<file path="config.mk">
export PLATFORM = sky130hd
export DESIGN_NAME = imem_fetch_ctrl
export DESIGN_NICKNAME = d
export VERILOG_FILES = /design/src/rtl/imem_fetch_ctrl.sv
export SDC_FILE = /design/constraint.sdc
export NUM_CORES = 1
export LEC_CHECK = 0
export CAP_MARGIN = 40
export CORE_ASPECT_RATIO = 0.6
export CORE_UTILIZATION = 45
export CTS_CLUSTER_SIZE = 20
export DETAILED_ROUTE_END_ITERATION = 8
export PLACE_DENSITY_LB_ADDON = 0.12
export SYNTH_ARGS = -nofsm -noshare
export SYNTH_HDL_FRONTEND = slang
export SYNTH_SLANG_ARGS = --single-unit
</file>
<file path="constraint.sdc">
create_clock -name clk -period 2.49 [get_ports clk]
set_clock_uncertainty 0.15 [all_clocks]
set_input_delay 0.498 -clock clk [delete_from_list [all_inputs] [get_ports clk]]
set_output_delay 0.498 -clock clk [all_outputs]
set_load 0.02 [all_outputs]
</file>
<file path="src/rtl/imem_fetch_ctrl.sv">
// rtl/imem_fetch_ctrl.sv - instruction fetch controller with 2-entry return FIFO; optional FETCH_STALL_CNT_EN adds stall_cnt
module imem_fetch_ctrl #(
  parameter int                    ADDR_WIDTH = 9,
  parameter int                    DATA_WIDTH = 32,
  parameter logic [ADDR_WIDTH-1:0] RESET_PC   = '0
) (
  input  logic                  clk,
  input  logic                  rst_n,
  input  logic                  fetch_en,
  input  logic                  redirect_valid,
  input  logic [ADDR_WIDTH-1:0] redirect_pc,
  output logic [ADDR_WIDTH-1:0] imem_addr,
  input  logic [DATA_WIDTH-1:0] imem_dout,
  output logic                  out_valid,
  input  logic                  out_ready,
  output logic [DATA_WIDTH-1:0] out_instr,
  output logic [ADDR_WIDTH-1:0] out_pc
`ifdef FETCH_STALL_CNT_EN
  ,
  output logic [31:0]           stall_cnt
`endif
);

  typedef enum logic [1:0] {
    ST_IDLE = 2'd0,
    ST_RUN  = 2'd1,
    ST_HOLD = 2'd2
  } state_t;

  state_t                state_q, state_d;
  logic [ADDR_WIDTH-1:0] pc_q;
  logic                  inflight_q;
  logic [ADDR_WIDTH-1:0] inflight_pc_q;
  logic [1:0]            count_q;
  logic                  rd_ptr_q, wr_ptr_q;
  logic [ADDR_WIDTH-1:0] fifo_pc_q    [2];
  logic [DATA_WIDTH-1:0] fifo_instr_q [2];

  logic                  pop;
  logic                  push;
  logic                  issue;
  logic [2:0]            occ;

  // The redirect target goes straight to the memory so it is read in the redirect cycle itself.
  assign imem_addr = redirect_valid ? redirect_pc : pc_q;
  assign out_valid = (count_q != 2'd0) & ~redirect_valid;
  assign pop       = out_valid & out_ready;
  // A word returning during a redirect belongs to the abandoned path and is dropped.
  assign push      = inflight_q & ~redirect_valid;
  // Occupancy after this edge counts the read in flight, so issue never overruns the FIFO.
  assign occ       = {1'b0, count_q} + {2'b0, inflight_q} - {2'b0, pop};
  assign issue     = redirect_valid | (fetch_en & (occ < 3'd2));
  assign out_instr = fifo_instr_q[rd_ptr_q];
  assign out_pc    = fifo_pc_q[rd_ptr_q];

  // Address generator and in-flight read tracking.
  always_ff @(posedge clk or negedge rst_n) begin
    if (!rst_n) begin
      pc_q          <= RESET_PC;
      inflight_q    <= 1'b0;
      inflight_pc_q <= '0;
    end else if (issue) begin
      pc_q          <= imem_addr + 1'b1;
      inflight_q    <= 1'b1;
      inflight_pc_q <= imem_addr;
    end else begin
      inflight_q    <= 1'b0;
    end
  end

  // Two-entry return FIFO; a redirect empties it.
  always_ff @(posedge clk or negedge rst_n) begin
    if (!rst_n) begin
      count_q  <= 2'd0;
      rd_ptr_q <= 1'b0;
      wr_ptr_q <= 1'b0;
      for (int i = 0; i < 2; i++) begin
        fifo_pc_q[i]    <= '0;
        fifo_instr_q[i] <= '0;
      end
    end else if (redirect_valid) begin
      count_q  <= 2'd0;
      rd_ptr_q <= 1'b0;
      wr_ptr_q <= 1'b0;
    end else begin
      if (push) begin
        fifo_pc_q[wr_ptr_q]    <= inflight_pc_q;
        fifo_instr_q[wr_ptr_q] <= imem_dout;
        wr_ptr_q               <= ~wr_ptr_q;
      end
      if (pop) begin
        rd_ptr_q <= ~rd_ptr_q;
      end
      count_q <= count_q + {1'b0, push} - {1'b0, pop};
    end
  end

  // Fetch state register.
  always_ff @(posedge clk or negedge rst_n) begin
    if (!rst_n) begin
      state_q <= ST_IDLE;
    end else begin
      state_q <= state_d;
    end
  end

  // Fetch state: idle with nothing pending, running, or held by a full pipeline.
  always_comb begin
    state_d = state_q;
    if (!fetch_en && !redirect_valid && !inflight_q) begin
      state_d = ST_IDLE;
    end else begin
      case (state_q)
        ST_IDLE: if (fetch_en || redirect_valid) state_d = ST_RUN;
        ST_RUN:  if (!issue)                     state_d = ST_HOLD;
        ST_HOLD: if (pop || redirect_valid)      state_d = ST_RUN;
        default:                                 state_d = ST_IDLE;
      endcase
    end
  end

`ifdef FETCH_STALL_CNT_EN
  // Cycles where the core wants instructions but none is presented.
  always_ff @(posedge clk or negedge rst_n) begin
    if (!rst_n) begin
      stall_cnt <= 32'd0;
    end else if (fetch_en && !out_valid && !redirect_valid) begin
      stall_cnt <= stall_cnt + 32'd1;
    end
  end
`endif

`ifndef SYNTHESIS
  // A full FIFO may only accept a word when the head leaves in the same cycle.
  assert property (@(posedge clk) disable iff (!rst_n) !(push && !pop && (count_q == 2'd2)));
`endif

endmodule
</file>
After elaboration in Yosys (flattened, before gate mapping). Cells that the tools add are included.

Memory bits (writable): 0. ROM bits: 0. Output and inout bits: 51. Memories kept: 0. Logic and storage cells: 53. Input port bits: 46. Bits in latches: 0. Flip-flop bits (word level): 105.

Add/subtract/negate cells: 5. Bitwise logic cells: 10. Shifts and indexed selects: 0. Reduce and logical (&&, ||, !) cells: 5. Magnitude comparators: 4. $mul: 0. Equal/unequal tests: 0. Muxes and demuxes: 19. Divide/modulo/power cells: 0.

Operators by type and width (number): 32-bit 2-to-1 mux (4); 64-bit bitwise mux (1); 9-bit 2-to-1 mux (5); 32-bit demux with 1-bit select (1); 18-bit bitwise mux (1); 9-bit by 1-bit adder with 9-bit output (second input constant) (1); 9-bit demux with 1-bit select (1); 2-bit nonzero test (3); 1-bit 2-to-1 mux (5); 1-bit bitwise AND (4); 2-bit greater-or-equal comparator (second input constant) (2); 1-bit inverter with 2-bit output (2); 2-bit by 1-bit adder with 3-bit output (1); 3-bit by 2-bit < comparator with 1-bit output (second input constant) (1); 1-bit inverter (3); 3-bit by 1-bit subtractor with 3-bit output (1); 2-bit by 1-bit adder with 2-bit output (1); 2-bit by 1-bit < comparator with 1-bit output (second input constant) (1); 2-bit 2-to-1 mux (1); 2-bit AND reduction (1); 2-bit by 1-bit subtractor with 2-bit output (1); 1-bit logical AND (1); 1-bit bitwise OR (1).

Depth between registers and ports, before layout.
Depth after elaboration: 8. Mapped depth: 14. Gate-level depth less buffers: 11.

Worst setup path after synthesis. Ideal clock, no wire load.

Path kind: input -> register. Start: input port redirect_valid. End: register inflight_pc_q[7]. Setup time: 0.117 ns. Path buffers: 4. Path slack: -0.797 ns. Cell stages on the path: 14. Arrival: 3.020 ns. Cell sequence: buf_6 > buf_8 > buf_6 > nor2_1 > and2_1 > ha_1 > nand2b_1 > fa_1 > xnor2_1 > a31oi_4 > inv_2 > buf_6 > nor2_1 > nor2_1.

Longest elaborated chain between the ends: 7. Elaborated cells between the ends (all ways): 8. Classes of those cells: 1 x add/sub; 1 x order compare; 1 x mux; 5 x bitwise.

RTL lines: start, declared (RTL line 10) `input logic redirect_valid,`; 1-bit inverter (no source line); 1-bit bitwise AND (RTL line 46) `assign out_valid = (count_q != 2'd0) & ~redirect_valid;`; named net out_valid (RTL line 14) `output logic out_valid,`; 1-bit bitwise AND (RTL line 47) `assign pop = out_valid & out_ready;`; 3-bit by 1-bit subtractor with 3-bit output (RTL line 51) `assign occ = {1'b0, count_q} + {2'b0, inflight_q} - {2'b0, pop};`; 3-bit by 2-bit < comparator with 1-bit output (RTL line 52) `assign issue = redirect_valid | (fetch_en & (occ < 3'd2));`; 1-bit bitwise AND (RTL line 52); 1-bit bitwise OR (RTL line 52); named net issue (RTL line 41) `logic issue;`; end signal, assigned (RTL line 65) `inflight_pc_q <= imem_addr;`; end, declared (RTL line 33) `logic [ADDR_WIDTH-1:0] inflight_pc_q;`.

The timed path passes the listed nets, and every way through them passes these cells. A chain may end at the register's enable or synchronous reset.

Final worst setup path.
Start: input port out_ready. End: register inflight_pc_q[1].

Longest elaborated chain between the ends: 5.

RTL lines: start, declared (RTL line 15) `input logic out_ready,`; 1-bit bitwise AND (RTL line 47); 3-bit by 1-bit subtractor with 3-bit output (RTL line 51); 3-bit by 2-bit < comparator with 1-bit output (RTL line 52); 1-bit bitwise AND (RTL line 52); 1-bit bitwise OR (RTL line 52).

No other way between the ends.

==> summary.md <==
| Metric | Value |
|---|---|
| Syn_nets | 399 |
| H-tree depth | 3 |
| Yosys warns | 0 |
| Hold slack | 335 ps |
| RSZ-0062 raised after global routing | true |
| Post-layout minimum cycle time | 2460 ps |
| DR WL/cell | 16.5 µm |
| Post-synth EDFFs | 0 |
| Clock Sink Count | 105 |
| Port Buffers | 96 |
| CP bufs+invs | 2 |
| Syn avg cell area | 13.8 µm² |
| Final Wtd Congestion | 0.771 |
| Hold_sp | pc_q[7] |
| Max Transition Viols Final | 0 |
| Reg-to-Reg Start | count_q[1] |
| Share of cells above drive strength 1 | 40.7% |
| Drc violations | 0 |
| Crit path kind | in -> reg |
| Crit. End Element | register |
| Max FO, Critical Path | 19 |
| Row cnt | 28 |
| Max Cap Viol | 0 |
| GRT Total Usage | 20.0% |
| Via Count | 3074 |
| Fmax | 407 MHz |
| Synthesized area | 4800 µm² |
| Die ar. | 11100 µm² |
| Antenna diode count | 0 |
| Number of synthesized register bits | 105 |
| Critical Path AT | 2530 ps |
| Worst-path clk slew | 70 ps |
| CTS max path bufs | 2 |
| Ys flop type | dfrtp_1 |
| Top Ports | 97 |
| Clk_lat worst skew | 340 ps |
| Core area | 10100 µm² |
| Pleak | 0.00299 µW |
| Antenna Nets Post-Route | 0 |
| Fraction of registers with async set/reset | 100% |
| Crit path launch type | primary input |
| First-pass GRT wire length | 16.7 mm |
| Chip Width | 135 µm |
| Finished Cell Area | 6610 µm² |
| CTS buffer count | 9 |
| Most common cell after layout, fill and taps aside | mux2_2 |
| Slew @ Worst Pin | 463 ps |
| Cell class contributing the biggest share of worst-path delay | buffers and inverters |
| CP required | 2560 ps |
| Starting DRC count in detailed routing | 128 |
| FILL cells | 754 |
| Worst path cell trace | clkdlybuf4s50_1, and2_4, ha_4, nand2b_4, fa_2, xnor2_2, a31oi_4, inv_4, nor2_1, a21oi_1 |
| DRT Pass-1 Iters | 4 |
| Fin crit share | 98.7% |
| Worst Hold End | pc_q[7] |
| Status | complete, no violations |
| Slew Limit Headroom | 69.1% |
| Type of the tightest min-delay check | reg -> reg |
| Register area share after synthesis | 54.8% |
| Dpl hpwl | 7.13 mm |
| Worst path slowest cell | clkdlybuf4s50_1 |
| Pwr/cell area | 1340 nW/µm² |
| Hold Vio Cnt, Final | 0 |
| Drt total wl | 10.1 mm |
| Root buffer cell | clkbuf_16 |
| Most frequent cells in the layout | 120 x mux2_2, 104 x dfrtp_1, 44 x clkdlybuf4s50_1 |
| GRT overflow | 0 |
| CTS tree | done |
| Area Growth Syn to Fin | 37.7% |
| Hold path depth | 2 |
| Setup violators final | 0 |
| Post-layout nets | 525 |
| FF-to-FF End | inflight_pc_q[1] |
| Post-synth cell types | 35 |
| DR vias/cell | 5.01 |
| Reg2reg setup slack | 30 ps |
| Initial Util | 47.6% |
| Largest net degree at the start of global routing | 48 |
| Placed Area | 6200 µm² |
| Post-Syn Instances | 348 |
| Die height | 82.0 µm |
| Number of global-route vias before repair | 3210 |
| Worst vdd rail ir drop | 0.736 mV |
| R2R depth | 11 |
| Slowest stage delay, CP | 470 ps |
| Antenna violations before repair | 0 |
## worst register-to-register path, delay by kind of cell, from the launching register on
kind                       cells  cell delay [ps]
AOI/OAI and AO/OA              2              300
xor gates and xnor gates       1              150
adders and majority gates      2              550
buffers and inverters          1              140
DFF                            1              420
and+or+nand+nor                5              640
## report_power, final
group	switching [µW]	internal (µW)
logic	2000	2310
clock network	594	907
registers	479	2580
total	3080	5800
## stage by stage
step | total power, µW | std cells | utilization (%) | worst slack [ps] | TNS [ps]
after floorplan | 5760 | 348 | - | -468 | -7590
after global placement | 7490 | 592 | 61.5 | -391 | -13310
after detailed placement | 7660 | 592 | 61.5 | -505 | -15860
after CTS | 8970 | 614 | 64.8 | 7.16 | 0
after global routing | 9470 | 614 | 65.5 | -94.4 | -1090
final | 8880 | 614 | 65.5 | 32.1 | 0
## final cells by class
cell class	count	area, µm²	area share, %
flip-flops and latches	105	2630	39.8
repair buffers	133	1350	20.4
clock inverters	5	78.8	1.19
multi-input cells	217	2110	31.9
clock buffers	11	243	3.67
inverters	8	32.5	0.492
well taps	135	169	2.56
## layer usage
metal / wire length, µm / share of wire, % / GRT usage [%]
met5: 0 / 0 / 0
met4: 45 / 0.45 / 4.38
met3: 557 / 5.5 / 5.56
met2: 4510 / 45 / 30.9
met1: 5000 / 49 / 28.1
## worst max-delay path by stage
| stage | from | to | slack [ps] | depth (start not counted) |
|---|---|---|---|---|
| 2_1_floorplan | redirect_valid | inflight_pc_q[5] | -470 | 14 |
| 3_3_place_gp | redirect_valid | inflight_pc_q[4] | -390 | 11 |
| 3_5_place_dp | redirect_valid | inflight_pc_q[1] | -500 | 11 |
| 4_1_cts | rd_ptr_q | out_instr[29] | 7 | 3 |
| 5_1_grt | count_q[1] | inflight_pc_q[0] | -90 | 11 |
| 6_report | out_ready | inflight_pc_q[1] | 30 | 10 |
## synth_stat cells (2+ instances only)
master    instances  area (µm²)
nand2_1          13        48.8
o31ai_1           5        37.5
a31oi_1           2        12.5
a21oi_1           9        45.0
xnor2_1           5        43.8
ha_1              4        50.1
mux2i_1           3        30.0
and3_1            2        12.5
nor2_1           25        93.8
nand2b_1          3        18.8
mux2i_2           2        27.5
inv_1             7        26.3
and2_1            2        12.5
buf_6             3        33.8
mux2_2          120        1350
buf_2            10        50.1
mux2_1            7        78.8
dfrtp_1         105        2630
clkbuf_1          4        15.0
o21ai_0           2        10.0
## kinds of logic (layout without fill, tap and decap cells)
kind of cell	after synthesis	in the layout	synth area share, %
multiplexers	132	132	31.0
flip-flops	105	105	54.8
AND/OR/NAND/NOR	53	53	5.61
buffers and inverters	26	157	3.00
AO/OA/AOI/OAI	21	21	3.08
XOR/XNOR	6	6	1.10
adder cells (fa/ha/maj)	5	5	1.46
## repair_timing
action | in CTS | in global routing
setup endpoints to repair | 66 | 33
endpoints found under the hold margin | 21 | 0
buffers inserted | 5 | 0
hold buffers | 1 | 0
gates resized for setup | 40 | 24
## state kept, by name, summed over array words and instances, names as in the netlist
register / cells
inflight_q: 1
wr_ptr_q: 1
rd_ptr_q: 1
count_q: 2
pc_q: 9
fifo_pc_q: 18
fifo_instr_q: 64
inflight_pc_q: 9
(Power assumes the default switching activity.)
